`config.mk`:
```
export PLATFORM = sky130hd
export DESIGN_NAME = ser_loader
export DESIGN_NICKNAME = d
export VERILOG_FILES = /design/src/rtl/ser_loader.sv
export SDC_FILE = /design/constraint.sdc
export NUM_CORES = 1
export LEC_CHECK = 0
export ABC_AREA = 1
export BUFFER_PORTS_ARGS = -buffer_cell sky130_fd_sc_hd__buf_4
export CAP_MARGIN = 40
export CORE_MARGIN = 2
export CORE_UTILIZATION = 56
export DETAILED_ROUTE_END_ITERATION = 8
export PLACE_DENSITY = 0.79
export SLEW_MARGIN = 10
export SYNTH_ARGS = -nofsm -noshare
export SYNTH_HDL_FRONTEND = slang
export SYNTH_SLANG_ARGS = --single-unit
export TNS_END_PERCENT = 5
```
`constraint.sdc`:
```
create_clock -name CLK -period 2.9 [get_ports CLK]
set_clock_uncertainty 0.05 [all_clocks]
set_input_delay 0.58 -clock CLK [delete_from_list [all_inputs] [get_ports CLK]]
set_output_delay 0.58 -clock CLK [all_outputs]
set_load 0.005 [all_outputs]
```
`src/rtl/ser_loader.sv`:
```
// Serial training-data loader: shifts WORD_W-bit words in LSB first and writes
// them to memory at {point, word}, words within a point running feat down to 0.
module ser_loader #(
  parameter int WORD_W = 16
) (
  input  logic              CLK,
  input  logic              RST,
  input  logic              S,
  input  logic [3:0]        feat,
  input  logic [11:0]       data_points,
  output logic              WE,
  output logic [15:0]       WADDR,
  output logic [WORD_W-1:0] WDATA,
  output logic              LOAD_DONE,
  output logic              BUSY
);

  // state | meaning
  // LOAD  | shifting serial words in, issuing one WE per completed word
  // DONE  | all points written, S ignored, LOAD_DONE held until reset
  typedef enum logic {LOAD, DONE} state_t;

  localparam int BIT_W = (WORD_W > 1) ? $clog2(WORD_W) : 1;
  localparam logic [BIT_W-1:0] LAST_BIT = BIT_W'(WORD_W - 1);

  state_t            state;
  logic [BIT_W-1:0]  bit_cnt;
  logic [3:0]        word_cnt;
  logic [11:0]       point;
  logic [WORD_W-1:0] shift;
  logic [3:0]        word_idx;
  logic              word_end;
  logic              point_end;
  logic              last_point;
  logic [WORD_W-1:0] next_word;

  // Words completed within the point count up, so the reset value is constant
  // while the emitted word index still starts at feat and runs down to 0.
  assign word_idx   = feat - word_cnt;
  assign word_end   = (bit_cnt == LAST_BIT);
  assign point_end  = (word_cnt == feat);
  assign last_point = (point == data_points - 12'd1);
  assign next_word  = {S, shift[WORD_W-1:1]};
  assign BUSY       = (state == LOAD);

  always_ff @(posedge CLK or posedge RST) begin
    if (RST) begin
      state     <= LOAD;
      bit_cnt   <= '0;
      word_cnt  <= '0;
      point     <= '0;
      shift     <= '0;
      WE        <= 1'b0;
      WADDR     <= '0;
      WDATA     <= '0;
      LOAD_DONE <= 1'b0;
    end else begin
      WE <= 1'b0;
      case (state)
        LOAD: begin
          if (data_points == 12'd0) begin
            state     <= DONE;
            LOAD_DONE <= 1'b1;
          end else begin
            shift   <= next_word;
            bit_cnt <= word_end ? '0 : bit_cnt + BIT_W'(1);
            if (word_end) begin
              WE    <= 1'b1;
              WDATA <= next_word;
              WADDR <= {point, word_idx};
              if (point_end) begin
                word_cnt <= '0;
                point    <= point + 12'd1;
                if (last_point) begin
                  state     <= DONE;
                  LOAD_DONE <= 1'b1;
                end
              end else begin
                word_cnt <= word_cnt + 4'd1;
              end
            end
          end
        end
        DONE: begin
          state <= DONE;
        end
        default: state <= LOAD;
      endcase
    end
  end

endmodule

```
==> metrics list <==
- Worst min-delay path class: in -> async
- Data required time of the critical path: 3.06 ns
* Wire per inst: 12.5 um
- Global routing finished with a remaining overflow of 0.
* Number of iterations in the first detailed-routing pass: 4
- Relative contribution of sequential cells to total power: 56.2%
- The finished layout holds 526 standard cells, fillers aside.
- Global Route met1 Usage: 30.8%
- The clock period could shrink to 2.29 ns.
- Via count of the first global-routing pass: 2323
- Arrival time of data at the critical path endpoint: 2.45 ns
* Kind of end point of the critical path: flop
- During I/O placement, the number of pins put on the boundary was 54.
* Leakage: 2.02 nW
- Met2 Use GR: 33.0%
- Core region area: 0.00585 sq mm
- The repair_antennas step left the layout with diodes totalling 0.
- Setup Fix Bufs, Post-CTS: 0
* Synthesized flop and latch total: 70
- Clock latency on the worst-skew pair, taken at its later pin, is 0.34 ns.
- Compared with the post-synthesis result, the final layout area differs by 19.2%.
- In the synthesized netlist the dominant register cell turns out to be sky130_fd_sc_hd__dfrtp_1.
- Count of nets after finishing: 474
- Worst Setup Start Kind: flop
- Sum of negative setup slack: 0 ns
- At the end of routability-driven placement, the weighted congestion stood at 0.858.
- Placed instance count: 511
- Ranking of synthesized cells by area: sky130_fd_sc_hd__dfrtp_1, sky130_fd_sc_hd__nand2_1, sky130_fd_sc_hd__o21ai_0
* Die area: 0.00664 sq mm
- Cell types with the highest counts after synthesis: sky130_fd_sc_hd__nand2_1, sky130_fd_sc_hd__dfrtp_1, sky130_fd_sc_hd__inv_1, sky130_fd_sc_hd__o21ai_0, sky130_fd_sc_hd__nor2_1
* DR vias: 2633
- Entering global routing, the biggest net connects 49 pins.
- For this run, the total global-route usage over all layers was measured as 21.8%.
- TritonCTS created 9 clock buffers.
- Final-report setup violation count: 0
- In this run, distinct cell masters in the synthesized netlist total 29.
- For this run, asynchronously set or reset flops after synthesis account for 100%.
* H-tree Lvls: 3
* Ratio of total power to cell area: 433 mW/mm^2
- Root Driver: sky130_fd_sc_hd__clkbuf_8
* Area share of the largest cell type after synthesis: 52.1%
- In this run, the clock network consumes 38.4% of the power.
- Logic pwr share: 5.4%
* Met3 track demand over resource in global routing: 5.05%
* Average footprint of a synthesized cell: 8.60 sq um
* Post-Synthesis Net Count: 418
- Tightest slew margin relative to the limit: 51.9%
* Number of port buffers: 53
- Count of max-cap constraint violations: 0
- Total Power: 1.74 mW
- Mapped Cells: 391
- Cell accounting for the most synthesized area: sky130_fd_sc_hd__dfrtp_1
* Setup repair after global routing missed its margin: no
* Ys Warns: 0
* Highest clock rate: 437 MHz
- The initial utilization of the core area, before any placement, comes to 57.4%.
- Net Switching: 415 uW
* Ratio of cells with drive above 1 in the final layout: 18.8%
* Worst Max-Slew Pin Slew: 0.721 ns
* Vias per cell: 5.01
* Highest-utilization routing layer at the global route stage: met2
- Cell-internal power: 1.32 mW
* Sequential-to-total area share from yosys stat: 52.1%
- The final-report hold violation count came to 0.
* Hold Buf Count CTS: 0
* HPWL Detailed: 4.85 mm
* Slew Limit Fails: 0
- TritonCTS clock tree: built
* Die Ht: 81.5 um
- Horizontal die dimension: 81.5 um
- Across the VDD grid, the largest voltage drop is 346 uV.
* Count of antenna-violating nets left after detailed routing: 0
- Total length of routed wires: 6.56 mm
* Share of the cycle needed by the critical path after routing: 78.9%
- Highest fanout seen on the critical path: 13
- Cell with the most instances after synthesis: sky130_fd_sc_hd__nand2_1
- The initial antenna violation count is 0.
- Post-Route Hold Slack: 0.309 ns
- The floorplan has 28 rows.
- Post-route DRC: 0
* Global-route wire length before repair: 10.8 mm
- Fraction of power spent switching nets: 23.9%
- The clock drives 70 sinks.
- Post-CTS resize count: 0
- The flow ran to the end, and the final reports show no timing, DRC or antenna violations.
- Post-synthesis instance area: 0.00336 sq mm
- Number of buffers between clock root and the deepest sink: 2
- Number of synthesized flops with an enable pin: 0
* Register clock-pin slew on the reported worst setup and hold paths: 0.08 ns
* Initial detailed-routing violation count: 154
* Crit path kind: reg -> reg
through the flow:
step,setup WS [ns],utilization [%],area [sq um]
after floorplan,0.502,-,3360
after global placement,0.514,65.7,3840
after detailed placement,0.405,65.7,3840
after CTS,0.610,68.5,4010
after global routing,0.401,68.5,4010
final,0.611,68.5,4010
power by group through the flow:
stage               clock network [mW]  registers [mW]  logic (mW)
finish                           0.666           0.976      0.0940
global route                     0.732           0.975       0.108
CTS                              0.678           0.975      0.0959
detailed placement                   0           0.995      0.0953
global placement                     0           0.995      0.0935
floorplan                            0           0.995      0.0548
path summary, 6_finish.rpt:
| kind | from | end | slack, ns | depth (start not counted) |
|---|---|---|---|---|
| min in group CLK | LOAD_DONE | LOAD_DONE | 0.42 | 2 |
| max in group asynchronous | RST | LOAD_DONE | 1.85 | 3 |
| min reg2reg | LOAD_DONE | LOAD_DONE | 0.42 | 2 |
| min | RST | WDATA[15] | 0.31 | 2 |
| max | bit_cnt[0] | point[10] | 0.61 | 9 |
| max reg2reg | bit_cnt[0] | point[10] | 0.61 | 9 |
worst max-delay path: stages, from the launching register on:
cell	delay, ns
sky130_fd_sc_hd__dfrtp_1	0.40
sky130_fd_sc_hd__ha_1	0.18
sky130_fd_sc_hd__nand2_1	0.05
sky130_fd_sc_hd__nor2_1	0.28
sky130_fd_sc_hd__inv_2	0.11
sky130_fd_sc_hd__nor2_4	0.28
sky130_fd_sc_hd__nand3_2	0.31
sky130_fd_sc_hd__nor2_1	0.25
sky130_fd_sc_hd__nand2_1	0.09
sky130_fd_sc_hd__xor2_1	0.15
cell usage in the layout, fill, tap and decap left out, types with 2 or more instances in the layout:
cell type / count
sky130_fd_sc_hd__nand2_2: 2
sky130_fd_sc_hd__nand3_1: 16
sky130_fd_sc_hd__inv_2: 5
sky130_fd_sc_hd__xnor2_1: 8
sky130_fd_sc_hd__clkinv_4: 2
sky130_fd_sc_hd__nor2_1: 22
sky130_fd_sc_hd__nor3_1: 8
sky130_fd_sc_hd__a21oi_1: 4
sky130_fd_sc_hd__nand2_1: 104
sky130_fd_sc_hd__buf_12: 2
sky130_fd_sc_hd__dfrtp_1: 70
sky130_fd_sc_hd__ha_1: 7
sky130_fd_sc_hd__o21ai_1: 9
sky130_fd_sc_hd__o21ai_0: 44
sky130_fd_sc_hd__clkinvlp_4: 2
sky130_fd_sc_hd__nand4_1: 2
sky130_fd_sc_hd__nor3_2: 3
sky130_fd_sc_hd__clkbuf_8: 9
sky130_fd_sc_hd__buf_4: 54
sky130_fd_sc_hd__xor2_1: 17
sky130_fd_sc_hd__nand3b_1: 2
sky130_fd_sc_hd__inv_1: 48
area by class of cell:
type	instances	area, sq um
clock buffer	10	128
clock inverter	5	37.5
fill	463	1840
inverter	53	199
multi-input combinational	257	1350
sequential	70	1750
tap	75	93.8
timing repair buffer	56	445
routing by layer:
layer  vias up  share of wire, %
li1       1344                 -
met1      1223                46
met2        57                49
met3         9               3.9
met4         0               1.2
met5         -                 0
registers in the layout, indices dropped and copies added, names as in the netlist:
name,count
WADDR,16
WDATA,16
shift,15
point,12
bit_cnt,4
word_cnt,4
LOAD_DONE,1
WE,1
state,1
logic make-up (layout without fill, tap and decap cells):
kind of cell	Yosys count	in the layout	share of synthesized area, %
adder cells (fa/ha/maj)	8	8	3.20
AND/OR/NAND/NOR	164	164	21.1
XOR/XNOR	26	26	7.00
AO/OA/AOI/OAI	59	59	8.94
flip-flops	70	70	52.1
buffers and inverters	64	124	7.67
No activity file was read; power rests on OpenSTA's default activity.
